==> src/rtl/sr_pulse_driver.sv <==
// sr_pulse_driver: debounced request to fixed-length SR-latch pulse driver.
// Two raw requests are debounced, rising edges queue a pending request,
// and a small FSM issues mutually exclusive pulses with an idle gap.
//
// Ports:
//   clk  - rising-edge clock
//   rst  - synchronous active-high reset
//   in0  - raw request, channel 0 (may bounce)
//   in1  - raw request, channel 1 (may bounce)
//   out0 - registered pulse to latch in0
//   out1 - registered pulse to latch in1
//   busy - registered: FSM not idle or a request pending
//
// Build option: define SR_INPUT_SYNC_EN to insert a two-flop
// synchronizer on each raw input (adds 2 edges of latency).
module sr_pulse_driver #(
    parameter int DEBOUNCE_CYCLES = 4,
    parameter int PULSE_LEN       = 2,
    parameter int GAP_CYCLES      = 1
) (
    input  logic clk,
    input  logic rst,
    input  logic in0,
    input  logic in1,
    output logic out0,
    output logic out1,
    output logic busy
);

    localparam int DW = $clog2(DEBOUNCE_CYCLES) + 1;
    localparam logic [DW-1:0] DB_LAST = DW'(DEBOUNCE_CYCLES - 1);

    localparam int CMAX = (PULSE_LEN > GAP_CYCLES) ? PULSE_LEN :
                          ((GAP_CYCLES > 1) ? GAP_CYCLES : 1);
    localparam int CW = $clog2(CMAX) + 1;
    localparam logic [CW-1:0] P_LAST = CW'(PULSE_LEN - 1);
    localparam logic [CW-1:0] G_LAST =
        CW'((GAP_CYCLES > 0) ? (GAP_CYCLES - 1) : 0);

    typedef enum logic [1:0] {
        IDLE   = 2'd0,
        PULSE0 = 2'd1,
        PULSE1 = 2'd2,
        GAP    = 2'd3
    } state_t;

    logic [1:0] raw;
    logic [1:0] smp;

    assign raw = {in1, in0};

`ifdef SR_INPUT_SYNC_EN
    logic [1:0] sync1;
    logic [1:0] sync2;

    always_ff @(posedge clk) begin
        if (rst) begin
            sync1 <= '0;
            sync2 <= '0;
        end else begin
            sync1 <= raw;
            sync2 <= sync1;
        end
    end

    assign smp = sync2;
`else
    assign smp = raw;
`endif

    // Debouncer: the counter only runs while the sample disagrees with
    // the stable level, and clears on acceptance, so it never saturates.
    logic [1:0] stable;

    for (genvar i = 0; i < 2; i++) begin : g_db
        logic          s_q;
        logic [DW-1:0] c_q;

        always_ff @(posedge clk) begin
            if (rst) begin
                s_q <= 1'b0;
                c_q <= '0;
            end else if (smp[i] == s_q) begin
                c_q <= '0;
            end else if (c_q == DB_LAST) begin
                s_q <= smp[i];
                c_q <= '0;
            end else begin
                c_q <= c_q + 1'b1;
            end
        end

        assign stable[i] = s_q;
    end

    logic [1:0] stable_d;
    logic [1:0] rise;
    logic [1:0] req;
    logic [1:0] req_n;
    logic [1:0] take;

    assign rise = stable & ~stable_d;

    state_t        state;
    state_t        state_n;
    logic [CW-1:0] cnt;
    logic [CW-1:0] cnt_n;
    logic          arb;
    logic          busy_n;

    // Expiry of a pulse (with no gap) or of the gap arbitrates in the
    // same cycle, so back-to-back requests lose no extra idle edge.
    always_comb begin
        state_n = state;
        cnt_n   = cnt;
        arb     = 1'b0;
        take    = 2'b00;

        unique case (state)
            IDLE: begin
                arb = 1'b1;
            end
            PULSE0, PULSE1: begin
                if (cnt == P_LAST) begin
                    cnt_n = '0;
                    if (GAP_CYCLES == 0) begin
                        arb = 1'b1;
                    end else begin
                        state_n = GAP;
                    end
                end else begin
                    cnt_n = cnt + 1'b1;
                end
            end
            GAP: begin
                if (cnt == G_LAST) begin
                    arb = 1'b1;
                end else begin
                    cnt_n = cnt + 1'b1;
                end
            end
            default: begin
                state_n = IDLE;
            end
        endcase

        if (arb) begin
            cnt_n = '0;
            if (req[0]) begin
                state_n = PULSE0;
                take[0] = 1'b1;
            end else if (req[1]) begin
                state_n = PULSE1;
                take[1] = 1'b1;
            end else begin
                state_n = IDLE;
            end
        end

        // A fresh rise in the same cycle as service re-arms the request.
        req_n  = (req & ~take) | rise;
        busy_n = (state_n != IDLE) || (req_n != 2'b00);
    end

    always_ff @(posedge clk) begin
        if (rst) begin
            stable_d <= 2'b00;
            req      <= 2'b00;
            state    <= IDLE;
            cnt      <= '0;
            out0     <= 1'b0;
            out1     <= 1'b0;
            busy     <= 1'b0;
        end else begin
            stable_d <= stable;
            req      <= req_n;
            state    <= state_n;
            cnt      <= cnt_n;
            out0     <= (state_n == PULSE0);
            out1     <= (state_n == PULSE1);
            busy     <= busy_n;
        end
    end

endmodule

==> config.mk <==
export PLATFORM = sky130hd
export DESIGN_NAME = sr_pulse_driver
export DESIGN_NICKNAME = d
export VERILOG_FILES = /design/src/rtl/sr_pulse_driver.sv
export SDC_FILE = /design/constraint.sdc
export NUM_CORES = 1
export LEC_CHECK = 0
export ABC_AREA = 1
export ABC_CLOCK_PERIOD_IN_PS = 1600
export BUFFER_PORTS_ARGS = -buffer_cell sky130_fd_sc_hd__buf_2
export CAP_MARGIN = 20
export CORE_UTILIZATION = 43
export CTS_BUF_LIST = sky130_fd_sc_hd__clkbuf_8
export DETAILED_ROUTE_END_ITERATION = 6
export MAX_ROUTING_LAYER = met4
export SLEW_MARGIN = 30
export SYNTH_ARGS = -nofsm -noshare
export SYNTH_HDL_FRONTEND = slang
export SYNTH_SLANG_ARGS = --single-unit
export TNS_END_PERCENT = 30
==> constraint.sdc <==
create_clock -name clk -period 1.6 [get_ports clk]
set_input_delay 0 -clock clk [delete_from_list [all_inputs] [get_ports clk]]
set_output_delay 0 -clock clk [all_outputs]
set_load 0.01 [all_outputs]
==> reports/qor.yml <==
critical_path:
  cpPeakStageDelay_ns: 0.36
  arrival_ns: 1.58
  cp_data_required_time_ns: 1.75
  r2r_slack_ns: 0.16
  worst_path_max_delay_cell: "dfxtp_1"
  worst-path-buf-inv: 2
  path_max_fanout: 5
  crit_family: "flip-flops"
  path_cells: "inv_1 -> ha_1 -> inv_1 -> nand2_4 -> a21oi_2 -> nand3_1 -> nand2_1 -> nand2_1"
  startpoint_type: "flop"
  critPathKind: "reg2reg"
  end_kind: "flop"
pwr:
  p_seq_share_pct: 47.3
  power_density_nw_per_um2: 1250
  power_switching_uw: 333
  p_comb_share_pct: 24.0
  leakage_uw: 0.000414
  ir_worst_vdd_v: 0.000838
  internal_power_uw: 781
  clkPwrFrac_pct: 28.7
  p_sw_share_pct: 29.9
detailed_routing:
  antenna_left: 0
  drt_iter0_markers: 8
  drt_wl_total_um: 1190
  viasPerCell: 4.59
  dr_total_vias: 592
  routedWlPerCell_um: 9.23
  drc: 0
  dr.pass1.iters: 4
cts:
  clock_path_buffers: 2
  cts_root_buf: "clkbuf_8"
  cts_resized: 0
  numCtsBuffers: 3
  holdBufCountCts: 0
  cts_tree: "done"
  postCtsSetupBuffers: 0
  clk_latency_ns: 0.25
  clkSinkCount: 19
  cts_max_level: 1
  clk_pin_slew_ns: 0.07
sta:
  setup_viol: 0
  worstMarginPinSlew_ns: 0.290
  maxSlewHeadroom_pct: 80.6
  fmax_mhz: 697
  maxSlewViolCount: 0
  finalCritPeriodShare_pct: 89.7
  rsz0062_at_grt: "false"
  period_needed_ns: 1.44
  skew_ns: 0.000896
  hold_viol: 0
  tns_ns: 0
synthesis:
  syn-instance-count: 95
  syn_area_per_cell_um2: 8.30
  syn_nets: 105
  synth-seq-area-share_pct: 48.3
  yosysUniqueCellTypes: 18
  yosysWarnings: 0
  syn-cell-area_um2: 788
  ys_ff_latch: 19
finish:
  insertedDiodeCount: 0
  fillers: 183
  regArea_um2: 380
  fin_nets: 115
  drive_above_1_share_pct: 18.3
  fin_cells: 129
  multi_input_area_um2: 337
  syn_to_final_growth_pct: 13.2
  fin_area_um2: 892
placed_design:
  place_congestion: 0.767
  hpwl_um: 931
  place_inst: 125
  placed_area_um2: 846
  place.port_buffers: 6
floorplan:
  dieArea_um2: 2010
  row_count: 15
  design.core.area_um2: 1730
  initial_utilization_pct: 45.7
  die_h_um: 44.8
  die_x_um: 44.8
  ios: 7
run:
  maxCapViolCount: 0
global_routing:
  grt_pass1_wl_um: 2180
  antenna_found_initial: 0
  grt_pass1_vias: 552
  grt_usage_pct: 15.2
  grt_max_degree: 12
  overflow: 0
run_status:
  outcome: "finished clean"
worst_hold_path:
  min_path_type: "in2reg"
placed cells by master, fill, tap and decap left out, types with 4 or more instances in the layout:
cell type   n
dfxtp_1    19
inv_1      18
nor2_1     12
nand2_1     9
a21oi_1     6
ha_1        6
buf_2       6
nand2_2     5
nand3_1     4
worst paths after layout:
path / startpoint / end / cells past startpoint
hold / removal: rst / stable_d[0]$_SDFF_PP0_ / 2
setup / recovery: state[0]$_SDFF_PP0_ / busy$_SDFF_PP0_ / 8
setup reg to reg: state[0]$_SDFF_PP0_ / busy$_SDFF_PP0_ / 8
hold reg to reg: g_db[1].c_q[0]$_SDFF_PP0_ / g_db[1].c_q[0]$_SDFF_PP0_ / 1
power groups by stage:
| stage | logic [µW] | registers (µW) | clock network [µW] |
|---|---|---|---|
| CTS | 271 | 528 | 331 |
| global placement | 265 | 537 | 0 |
| global route | 303 | 531 | 350 |
| floorplan | 202 | 546 | 0 |
| finish | 267 | 527 | 319 |
| detailed placement | 269 | 538 | 0 |
layout make-up:
cell class,count,share of cell area [%]
tap,25,3.51
clock inverter,1,0.561
multi-input combinational,57,37.7
sequential,19,42.6
clock buffer,3,4.63
inverter,18,7.57
timing repair buffer,6,3.37
stage by stage:
step                setup slack [ns]  power [µW]  util [%]  hold slack, ns
floorplan                      0.290         748         -           0.190
global placement               0.201         802      49.0           0.280
detailed placement             0.180         807      49.0           0.279
CTS                            0.156        1130      51.7          0.0117
global route                  0.0413        1180      51.7          0.0381
finish                         0.164        1110      51.7          0.0207
cell families (layout without fill, tap and decap cells):
family,Yosys count,count (layout),synth area share [%]
compound gates,14,14,10.2
flops,19,19,48.3
simple gates,37,37,23.0
buf+inv,19,28,9.05
fa+ha+maj,6,6,9.52
metal layers:
| layer | routed length [µm] | global-route usage [%] |
|---|---|---|
| met4 | 0 | 5.45 |
| met3 | 30 | 2.40 |
| met2 | 626 | 26.8 |
| met1 | 534 | 17.3 |
| met5 | 0 | - |
flip-flops by register name, summed over array words and instances, names as in the netlist:
name and flops:
out1 1, req 2, g_db.c_q 6, state 2, cnt 2, stable_d 2, busy 1, out0 1
g_db.s_q 2
worst register-to-register path, delay by kind of cell, from the launching register on:
kind / cells / cell delay, ns
flip-flops: 1 / 0.36
adder cells (fa/ha/maj): 1 / 0.34
AND/OR/NAND/NOR: 4 / 0.27
buffers and inverters: 2 / 0.22
AO/OA/AOI/OAI: 1 / 0.15
cells in the mapped netlist (all sizes together):
cell type,instances,area (µm²)
a21oi,7,38.8
clkbuf,1,3.75
nand2,16,87.6
dfxtp,19,380
nor3,3,15.0
nand3b,1,7.51
inv,18,67.6
o21ai,4,20.0
nor2,13,51.3
o211ai,2,15.0
nand3,4,20.0
ha,6,75.1
a31oi,1,6.26
Power figures use the tool's default switching activity.
